==> src/rtl/aix_fm_pkg.sv <==
// Shared constants, FSM encoding and length helper for the feature-map
// BRAM reader/writer pair.
package aix_fm_pkg;

  localparam int WI                 = 8;
  localparam int LANES              = 4;
  localparam int BRAM_DATA_WIDTH    = LANES * WI;
  localparam int BRAM_DATA_DEPTH    = 65536;
  localparam int BRAM_ADDRESS_WIDTH = $clog2(BRAM_DATA_DEPTH);
  localparam int MAX_FEATURE_SIZE   = 18;

  localparam int PROD_W  = 27;                    // 9b * 9b * 9b
  localparam int LEN_W   = MAX_FEATURE_SIZE + 1;  // holds 2^MAX_FEATURE_SIZE
  localparam int WORDS_W = LEN_W - 2;             // holds 2^MAX_FEATURE_SIZE / LANES
  localparam int MAX_LEN = 1 << MAX_FEATURE_SIZE;

  typedef enum logic [1:0] {
    FM_IDLE,
    FM_FETCH,
    FM_DRAIN,
    FM_DONE
  } fm_state_t;

  function automatic logic [LEN_W-1:0] clamp_len(input logic [PROD_W-1:0] prod);
    if (prod > PROD_W'(MAX_LEN)) return LEN_W'(MAX_LEN);
    else return prod[LEN_W-1:0];
  endfunction

endpackage

==> src/rtl/word_unpacker.sv <==
// Two-word buffer (current + prefetch) that splits BRAM words into a
// valid/ready activation stream and tells the fetcher when a slot is free.
module word_unpacker
  import aix_fm_pkg::*;
(
  input  logic                       clk,
  input  logic                       rstn,
  input  logic                       in_vld,
  input  logic                       in_last,
  input  logic [BRAM_DATA_WIDTH-1:0] in_word,
  input  logic                       rd_issued,
  input  logic [2:0]                 last_lanes,
  input  logic                       ifm_rdy_i,
  output logic [WI-1:0]              ifm_data_o,
  output logic                       ifm_vld_o,
  output logic                       free_slot,
  output logic                       stream_done
);

  logic [LANES-1:0][WI-1:0] cur_word;
  logic [LANES-1:0][WI-1:0] pf_word;
  logic                     cur_vld;
  logic                     cur_last;
  logic                     pf_vld;
  logic                     pf_last;
  logic [1:0]               lane;

  logic       handshake;
  logic       word_pop;
  logic       cur_free;
  logic [2:0] lane_limit;
  logic [2:0] occupancy;

  // The last word of a transfer may carry fewer than LANES activations.
  assign lane_limit  = cur_last ? last_lanes : 3'(LANES);
  assign handshake   = cur_vld & ifm_rdy_i;
  assign word_pop    = handshake & ({1'b0, lane} == lane_limit - 3'd1);
  assign cur_free    = ~cur_vld | word_pop;
  assign stream_done = word_pop & cur_last;

  // Held words plus reads still travelling through the BRAM pipeline must
  // never exceed the two buffer slots.
  assign occupancy = {2'b0, cur_vld} + {2'b0, pf_vld} + {2'b0, in_vld} + {2'b0, rd_issued};
  assign free_slot = occupancy < (3'd2 + {2'b0, word_pop});

  assign ifm_data_o = cur_word[lane];
  assign ifm_vld_o  = cur_vld;

  // NOTE: state registers use non-blocking assignments so every register
  // samples pre-edge values regardless of statement order.
  always_ff @(posedge clk) begin
    if (!rstn) begin
      // NOTE: the data buffers are reset as well, because ifm_data_o is
      // read straight out of cur_word and must be zero while in reset.
      cur_word <= '0;
      pf_word  <= '0;
      cur_vld  <= 1'b0;
      cur_last <= 1'b0;
      pf_vld   <= 1'b0;
      pf_last  <= 1'b0;
      lane     <= '0;
    end else begin
      if (word_pop)       lane <= '0;
      else if (handshake) lane <= lane + 2'd1;

      if (cur_free) begin
        if (pf_vld) begin
          cur_word <= pf_word;
          cur_last <= pf_last;
          cur_vld  <= 1'b1;
          pf_vld   <= in_vld;
          if (in_vld) begin
            pf_word <= in_word;
            pf_last <= in_last;
          end
        end else begin
          cur_vld <= in_vld;
          if (in_vld) begin
            cur_word <= in_word;
            cur_last <= in_last;
          end
        end
      end else if (in_vld) begin
        pf_word <= in_word;
        pf_last <= in_last;
        pf_vld  <= 1'b1;
      end
    end
  end

endmodule

==> src/rtl/input_feature_module.sv <==
// Reads a packed input feature map from BRAM and streams it one activation
// per cycle to the conv kernel; started and acknowledged via ap_start/ap_done.
module input_feature_module
  import aix_fm_pkg::*;
(
  input  logic                          clk,
  input  logic                          rstn,
  input  logic                          ap_start,
  input  logic [8:0]                    ifm_w,
  input  logic [8:0]                    in_ch,
  input  logic [BRAM_ADDRESS_WIDTH-1:0] bram_base,
  output logic [BRAM_ADDRESS_WIDTH-1:0] bram_addr,
  output logic                          bram_en,
  input  logic [BRAM_DATA_WIDTH-1:0]    bram_dout,
  output logic [WI-1:0]                 ifm_data_o,
  output logic                          ifm_vld_o,
  input  logic                          ifm_rdy_i,
  output logic                          ap_done
);

  fm_state_t state, state_nxt;

  logic [PROD_W-1:0]  prod;
  logic [LEN_W-1:0]   len;
  logic [LEN_W-1:0]   len_rnd;
  logic [WORDS_W-1:0] words_req;
  logic [WORDS_W-1:0] reads_left;
  logic [2:0]         last_lanes;

  logic issue;
  logic issue_last;
  logic en_last;
  logic rd_vld;
  logic vld_last;
  logic free_slot;
  logic stream_done;

  assign prod      = PROD_W'(ifm_w) * PROD_W'(ifm_w) * PROD_W'(in_ch);
  assign len       = clamp_len(prod);
  assign len_rnd   = len + LEN_W'(3);
  assign words_req = len_rnd[LEN_W-1:2];

  always_comb begin
    // NOTE: every combinational output gets a default first so no path
    // through the case leaves it unassigned and infers a latch.
    state_nxt  = state;
    issue      = 1'b0;
    issue_last = 1'b0;
    unique case (state)
      FM_IDLE: begin
        if (ap_start) begin
          if (len == '0) begin
            state_nxt = FM_DONE;
          end else begin
            state_nxt  = FM_FETCH;
            issue      = 1'b1;
            issue_last = (words_req == WORDS_W'(1));
          end
        end
      end
      FM_FETCH: begin
        if (reads_left == '0) begin
          state_nxt = FM_DRAIN;
        end else if (free_slot) begin
          issue      = 1'b1;
          issue_last = (reads_left == WORDS_W'(1));
          if (issue_last) state_nxt = FM_DRAIN;
        end
      end
      FM_DRAIN: begin
        if (stream_done) state_nxt = FM_DONE;
      end
      FM_DONE: begin
        state_nxt = FM_IDLE;
      end
      default: begin
        state_nxt = FM_IDLE;
      end
    endcase
  end

  always_ff @(posedge clk) begin
    if (!rstn) begin
      state      <= FM_IDLE;
      bram_en    <= 1'b0;
      bram_addr  <= '0;
      reads_left <= '0;
      last_lanes <= 3'(LANES);
      en_last    <= 1'b0;
      rd_vld     <= 1'b0;
      vld_last   <= 1'b0;
    end else begin
      state    <= state_nxt;
      bram_en  <= issue;
      en_last  <= issue_last;
      // BRAM data appears one cycle after the enable; tag it on the way.
      rd_vld   <= bram_en;
      vld_last <= en_last;

      if (issue) begin
        if (state == FM_IDLE) begin
          bram_addr  <= bram_base;
          reads_left <= words_req - WORDS_W'(1);
          last_lanes <= (len[1:0] == 2'd0) ? 3'(LANES) : {1'b0, len[1:0]};
        end else begin
          bram_addr  <= bram_addr + BRAM_ADDRESS_WIDTH'(1);
          reads_left <= reads_left - WORDS_W'(1);
        end
      end
    end
  end

  assign ap_done = (state == FM_DONE);

  word_unpacker u_word_unpacker (
    .clk         (clk),
    .rstn        (rstn),
    .in_vld      (rd_vld),
    .in_last     (vld_last),
    .in_word     (bram_dout),
    .rd_issued   (bram_en),
    .last_lanes  (last_lanes),
    .ifm_rdy_i   (ifm_rdy_i),
    .ifm_data_o  (ifm_data_o),
    .ifm_vld_o   (ifm_vld_o),
    .free_slot   (free_slot),
    .stream_done (stream_done)
  );

endmodule

==> config.mk <==
export PLATFORM = sky130hd
export DESIGN_NAME = input_feature_module
export DESIGN_NICKNAME = d
export VERILOG_FILES = /design/src/rtl/aix_fm_pkg.sv /design/src/rtl/word_unpacker.sv /design/src/rtl/input_feature_module.sv
export SDC_FILE = /design/constraint.sdc
export NUM_CORES = 1
export LEC_CHECK = 0
export ABC_AREA = 1
export BUFFER_PORTS_ARGS = -buffer_cell sky130_fd_sc_hd__buf_2
export CAP_MARGIN = 25
export CORE_MARGIN = 2
export CORE_UTILIZATION = 60
export CTS_BUF_LIST = sky130_fd_sc_hd__clkbuf_4
export CTS_CLUSTER_DIAMETER = 150
export CTS_CLUSTER_SIZE = 25
export DETAILED_ROUTE_END_ITERATION = 10
export PLACE_DENSITY_LB_ADDON = 0.3
export SYNTH_ARGS = -nofsm -noshare
export SYNTH_HDL_FRONTEND = slang
export SYNTH_HIERARCHICAL = 1
export SYNTH_SLANG_ARGS = --single-unit
==> constraint.sdc <==
create_clock -name clk -period 15.85 [get_ports clk]
set_input_delay 3.17 -clock clk [delete_from_list [all_inputs] [get_ports clk]]
set_output_delay 3.17 -clock clk [all_outputs]
set_load 0.01 [all_outputs]
# Word-level counts from Yosys, hierarchy flattened

Index checks and enable logic that the tools add are counted.

Register bits after elaboration: 112
Latch bits: 0
RAM bits: 0
Bits in read-only memories: 0
Bits of input ports: 70
Output and inout port bits: 27
Logic and storage cells: 101
Memories: 0

Add/subtract/negate cells: 10
Multipliers: 2
Div/mod/pow operators: 0
Order comparisons: 3
Equal/unequal tests: 11
Shift operators: 0
Mux-type cells: 38
Bitwise gates (word level): 6
Reductions and logical operators: 10

Operator list:

| kind                                                                    | count |
|---|---|
| 32-bit 2-to-1 mux                                                       | 5 |
| 17-bit by 1-bit == test with 1-bit output (second input constant)       | 2 |
| 17-bit by 1-bit subtractor with 17-bit output (second input constant)   | 2 |
| 27-bit by 19-bit > comparator with 1-bit output (second input constant) | 1 |
| 18-bit by 9-bit multiplier with 27-bit output                           | 1 |
| 19-bit by 2-bit adder with 19-bit output (second input constant)        | 1 |
| 19-bit logical NOT                                                      | 1 |
| 19-bit 2-to-1 mux                                                       | 1 |
| 9-bit by 9-bit multiplier with 18-bit output                            | 1 |
| 17-bit logical NOT                                                      | 1 |
| 1-bit 2-to-1 mux                                                        | 17 |
| 17-bit 2-to-1 mux                                                       | 1 |
| 16-bit by 1-bit adder with 16-bit output (second input constant)        | 1 |
| 8-bit binary-select mux with 2-bit select                               | 1 |
| 16-bit 2-to-1 mux                                                       | 1 |
| 2-bit 2-to-1 mux                                                        | 6 |
| 8-bit 2-to-1 mux                                                        | 1 |
| 2-bit one-hot mux with 4 select lines                                   | 1 |
| 3-bit by 1-bit adder with 3-bit output                                  | 2 |
| 3-bit 2-to-1 mux                                                        | 2 |
| 3-bit inequality test (second input constant)                           | 2 |
| 2-bit == test (second input constant)                                   | 2 |
| 2-bit logical NOT                                                       | 2 |
| 2-bit inequality test (second input constant)                           | 2 |
| 17 further kinds                                                        | 23 |

# Depth between registers and ports, before layout

Gate-level depths: netlist of the first run.

Depth in word-level cells: 10
Depth in mapped cells: 64
Mapped depth without buffers: 62

# By module

Netlist of the first run, hierarchy kept.

By module, submodules not included:

| module               | instances | cells each | area an instance (um^2) | sequential area each (um^2) |
|---|---|---|---|---|
| input_feature_module | 1         | 1,697      | 10,955.5                | 840.8 |
| word_unpacker        | 1         | 530        | 3,500.9                 | 1,401.3 |

# Least setup slack after synthesis of the first run

OpenSTA, ideal clock, no wires.

Kind: in2reg
Start point: in ifm_w[1]
End point: reg reads_left[14]
Setup time: 116 ps
Data arrival time: 12,944 ps
Data required time: 15,734 ps
Slack: 2,790 ps
Cell stages on the path: 60
Path buffers: 2
Cells stage by stage: clkbuf_1 -> nand2_1 -> fa_1 -> inv_1 -> fa_1 -> inv_1 -> fa_1 -> fa_1 -> inv_1 -> ha_1 -> nand2_1 -> o21ai_0 -> nand2_1 -> nand2_1 -> a21oi_1 -> or2_2 -> nand2_1 -> a21oi_1 -> [... 24 more ...] -> nand2_1 -> nand2_1 -> nor2_4 -> nand3_4 -> buf_6 -> nor2_4 -> nand2_2 -> nand2_1 -> ha_1 -> nand2_1 -> nor2_1 -> nand2_1 -> nor2_4 -> nand3_1 -> nand2_1 -> nand3_1 -> nand2_1 -> o21ai_1

Cells in the longest elaborated chain, start to end: 8
Elaborated cells between the ends (all ways): 11
Classes of those cells: add/sub (2); mul (2); order compare (1); mux (5); reduce/logical (1)

RTL lines:

| element                                                                                          | RTL line                    | RTL |
|---|---|---|
| start, declared                                                                                  | input_feature_module.sv:9   | `input logic [8:0] ifm_w,` |
| 9-bit by 9-bit multiplier with 18-bit output (*)                                                 | input_feature_module.sv:38  | `assign prod = PROD_W'(ifm_w) * PROD_W'(ifm_w) * PROD_W'(in_ch);` |
| 18-bit by 9-bit multiplier with 27-bit output (*)                                                | input_feature_module.sv:38  |  |
| 27-bit by 19-bit > comparator with 1-bit output                                                  | aix_fm_pkg.sv:25            | `if (prod > PROD_W'(MAX_LEN)) return LEN_W'(MAX_LEN);` |
| 19-bit 2-to-1 mux (*)                                                                            | aix_fm_pkg.sv:25            |  |
| parallel branches: the longest is 4 deep, another holds 19-bit by 2-bit adder with 19-bit output | --                          |  |
| end signal, assigned                                                                             | input_feature_module.sv:103 | `reads_left <= words_req - WORDS_W'(1);` |
| end signal, assigned                                                                             | input_feature_module.sv:107 | `reads_left <= reads_left - WORDS_W'(1);` |
| end, declared                                                                                    | input_feature_module.sv:27  | `logic [WORDS_W-1:0] reads_left;` |

Every way passes the cells marked *.
A chain may end at the register's enable or synchronous reset.

# Worst setup path after layout of the first run

Start point: in ifm_w[0]
End point: reg reads_left[7]

The elaborated chain is that of the path after synthesis.

==> reports/metrics.csv, run 1 <==
metric,value,unit
track_usage,27.8,%
synth_cells,2227,
cp.arrival,14540,ps
min_period,14150,ps
die_area,25400,um^2
critPathMostFrequentCell,nand2_1,
cp.buffers_inverters,14,
cts_root_buf,clkbuf_4,
cp-end-kind,flip-flop,
gp_congestion,0.897,
areaGrowthSynthToFinish,5.22,%
whs,424,ps
drc,0,
finalCritPeriodShare,89.3,%
finClkSkew,25.4,ps
ant_nets,0,
ys.flop_type,dfxtp_1,
worst_pin_slew,945,ps
cts_made_buffers,9,
slowest_delay,650,ps
totalWireLength,34900,um
synth_edf_count,0,
grt_overflow,0,
cts_max_level,3,
drv_cap,0,
die_y,159,um
io_pins,97,
grt_max_degree,69,
clk_path_buf_depth,2,
vias,13800,
start_util,61.4,%
setup_violations,0,
cp.required,16240,ps
drtPass1Iterations,6,
synthTopCellsByCount,"569 x nand2_1, 429 x inv_1, 235 x nor2_1",
io_buffer_count,96,
cts_tree,done,
outcome,finished clean,
final_layout_size_suffix_gt1_share,8.30,%
cts.sinks,112,
yosys.area.top_type,fa_1,
fin_tns_setup,0,ps
cp_max_fo,22,
holdBufCountCts,0,
cts.clk_slew.worst_paths,160,ps
cts_resized,0,
first_global_vias,13200,
cts_setup_buffers,0,
insertion_delay,480,ps
grt_pass1_wl,60300,um
max_freq,70.7,MHz
synth.most_common_cell,nand2_1,
synth_top_area_share,19.2,%
synth_nets,2530,
first_iter_violations,921,
crit_path_start_kind,primary input,
preCtsSetupSlack,1280,ps
syn_area,14500,um^2
hold_viol,0,
ys_ff_latch,112,
vias_per_cell,5.34,
yosysWarnings,6,
critical_path.top_delay_family,adder cells,
rsz0062_at_grt,no,
async_reset_ff_share,0,%
slew_headroom,36.6,%
core.rowCount,56,
drv_slew,0,
hold_class,flip-flop to flip-flop,
antenna_found_initial,1,
worst_path_max_delay_cell,nand2_1,
critPathKind,primary input to flip-flop,
ys_seq_area_share,15.5,%
die_x,159,um
core_region_area,23500,um^2
wire_per_inst,13.5,um
post-dp-hpwl,28000,um
avgSynthCellArea,6.49,um^2
worst_slack,1700,ps
fin_nets,2564,
synth_area_leaders,"fa_1 19%, dfxtp_1 16%, nand2_1 15%",
yosysUniqueCellTypes,44,
==> cell usage in the layout, fill, tap and decap left out, drive strengths merged, types with 9 or more instances in the layout <==
master / instances
inv: 449
dfxtp: 112
clkinv: 9
o22ai: 25
nor2: 256
clkbuf: 9
nand3: 154
mux2i: 14
buf: 103
o21ai: 85
nor3: 20
xor2: 27
nand4: 23
ha: 94
or2: 11
nand2: 579
a21oi: 123
fa: 139
==> sequential cells by signal, indices dropped and copies added (netlist names), 2 cells and up <==
register	flops
u_word_unpacker/cur_word	32
u_word_unpacker/pf_word	32
reads_left	17
bram_addr	16
last_lanes	3
state	2
u_word_unpacker/lane	2
==> area by class of cell <==
class	instances	area, um^2
repair buffers	103	591
diodes	1	2.50
multi-input cells	1581	10100
inverters	454	1710
fillers	2204	8330
well taps	319	399
clock inverters	7	56.3
flip-flops and latches	112	2240
clock buffers	9	67.6
==> per-layer routing <==
metal | up-vias | routed length (um) | GRT usage (%)
li1 | 6895 | - | -
met1 | 6480 | 15500 | 38.2
met2 | 398 | 16900 | 47.3
met3 | 47 | 1930 | 3.52
met4 | 0 | 549 | 5.87
met5 | - | 0 | 0
==> worst paths after layout <==
| check | from | slack, ps | cells past startpoint | end |
|---|---|---|---|---|
| max | ifm_w[0] | 1700 | 56 | reads_left[7] |
| min reg2reg | en_last | 420 | 2 | vld_last |
| min | en_last | 420 | 2 | vld_last |
| max reg2reg | u_word_unpacker/pf_vld | 12370 | 13 | reads_left[7] |
==> worst register-to-register path, stage by stage, from the launching register on <==
cell and delay, ps:
dfxtp_2 400, buf_12 250, inv_1 130, fa_1 500, inv_1 40, ha_1 250, or2_2 290, a21oi_1 290
nand2_1 110, nand2_2 210, nand2_1 520, inv_1 280, nand3_1 100, nand2_1 70
==> through the flow <==
step	area, um^2	instances	utilization [%]
2_1_floorplan	14500	2227	-
3_3_place_gp	15000	2565	63.7
3_5_place_dp	15000	2566	63.8
4_1_cts	15100	2582	64.3
5_1_grt	15200	2586	64.6
6_report	15200	2586	64.6
==> cell families after synthesis <==
logic type / after synthesis / synth area share, %
xor+xnor: 34 / 2.06
buf+inv: 534 / 14.3
fa+ha+maj: 233 / 27.4
compound gates: 247 / 9.06
mux: 14 / 0.969
simple gates: 1053 / 30.7
flops: 112 / 15.5
Power of run 1 is not shown: default switching activity piles up to over one toggle a cycle in this logic, so the estimate is an artifact.
==> run 2, diff against run 1 <==
Settings changed: CORE_UTILIZATION 60 to 55.
==> reports/metrics.csv, run 2 (synthesized netlist as in run 1, its figures left out) <==
metric,value,unit
cts_made_buffers,9,
worst_path_max_delay_cell,nand2_1,
ant_nets,0,
fin_nets,2564,
cp-end-kind,flip-flop,
crit_path_start_kind,primary input,
die_y,166,um
layout.cells.most_common,nand2_1,
grt_pass1_wl,62100,um
io_buffer_count,96,
first_iter_violations,1274,
grt_overflow,0,
slew_headroom,35.0,%
drv_slew,0,
worst_pin_slew,970,ps
drv_cap,0,
track_usage,26.5,%
vias,13900,
final_layout_size_suffix_gt1_share,8.30,%
cp_max_fo,22,
post-dp-hpwl,28600,um
fin_tns_setup,0,ps
holdBufCountCts,0,
totalWireLength,36100,um
layout_common_cells,"569 x nand2_1, 429 x inv_1, 235 x nor2_1, 152 x nand3_1, 139 x fa_1",
start_util,55.8,%
slowest_delay,640,ps
antenna_found_initial,1,
finClkSkew,30.2,ps
core_region_area,25900,um^2
drtPass1Iterations,5,
grt_max_degree,69,
cts_setup_buffers,0,
finalCritPeriodShare,89.9,%
cp.arrival,14630,ps
wire_per_inst,13.9,um
cp.required,16240,ps
die_area,27600,um^2
min_period,14240,ps
setup_violations,0,
core.rowCount,59,
vias_per_cell,5.33,
rsz0062_at_grt,no,
cts_tree,done,
critPathKind,primary input to flip-flop,
io_pins,97,
max_freq,70.2,MHz
cts.clk_slew.worst_paths,160,ps
areaGrowthSynthToFinish,5.30,%
largestRegisters,"u_word_unpacker/cur_word: 32 flops, u_word_unpacker/pf_word: 32 flops, reads_left: 17 flops",
clk_path_buf_depth,2,
cts_resized,0,
hold_class,flip-flop to flip-flop,
first_global_vias,13200,
critPathMostFrequentCell,nand2_1,
cts_max_level,3,
die_x,166,um
gp_congestion,0.896,
hold_viol,0,
cts_root_buf,clkbuf_4,
drc,0,
insertion_delay,500,ps
cts.sinks,112,
outcome,finished clean,
run 2: cell types whose count changed in the layout (fill, tap and decap cells not counted):
cell        change
clkinv_8        +1
buf_8           +1
buf_4           +1
clkinv_4        +1
buf_12          -2
inv_8           -1
inv_6           +2
clkinvlp_4      -3
run 2: through the flow:
| stage | worst slack (ps) | hold WS (ps) | instances | area (um^2) | util [%] |
|---|---|---|---|---|---|
| after global routing | 685 | 472 | 2602 | 15200 | 58.7 |
| final | 1610 | 444 | 2602 | 15200 | 58.7 |
| after floorplan | 2790 | 390 | 2227 | 14500 | - |
| after CTS | 1740 | 430 | 2600 | 15200 | 58.7 |
| after detailed placement | 1250 | 399 | 2584 | 15100 | 58.1 |
| after global placement | 1610 | 394 | 2582 | 15000 | 58.0 |
run 2: path summary, 6_finish.rpt:
kind | from | to | slack, ps | cells past startpoint
max | ifm_w[0] | reads_left[7] | 1610 | 56
min | en_last | vld_last | 440 | 2
max reg2reg | rd_vld | reads_left[7] | 12030 | 13
min reg2reg | en_last | vld_last | 440 | 2
run 2: critical path: cells and delay by family:
kind                     cells  cell delay [ps]
AO/OA/AOI/OAI                9             1180
buffers and inverters       14             1350
AND/OR/NAND/NOR             21             3470
XOR/XNOR                     2              740
adder cells (fa/ha/maj)     10             4700
run 2: area by class of cell:
type | count | area (um^2)
inverter | 454 | 1710
clock inverter | 7 | 65.1
fill | 2493 | 10700
antenna | 1 | 2.50
tap | 335 | 419
multi-input combinational | 1581 | 10100
timing repair buffer | 103 | 573
sequential | 112 | 2240
clock buffer | 9 | 67.6
run 2: metal layers:
metal	vias to the layer above	wire, um	global-route usage [%]
met1	6481	16100	37.3
met4	0	695	6.20
met5	-	0	0
met2	459	17200	43.5
met3	65	2070	3.43
li1	6875	-	-
Power of run 2 is left out for the same reason.
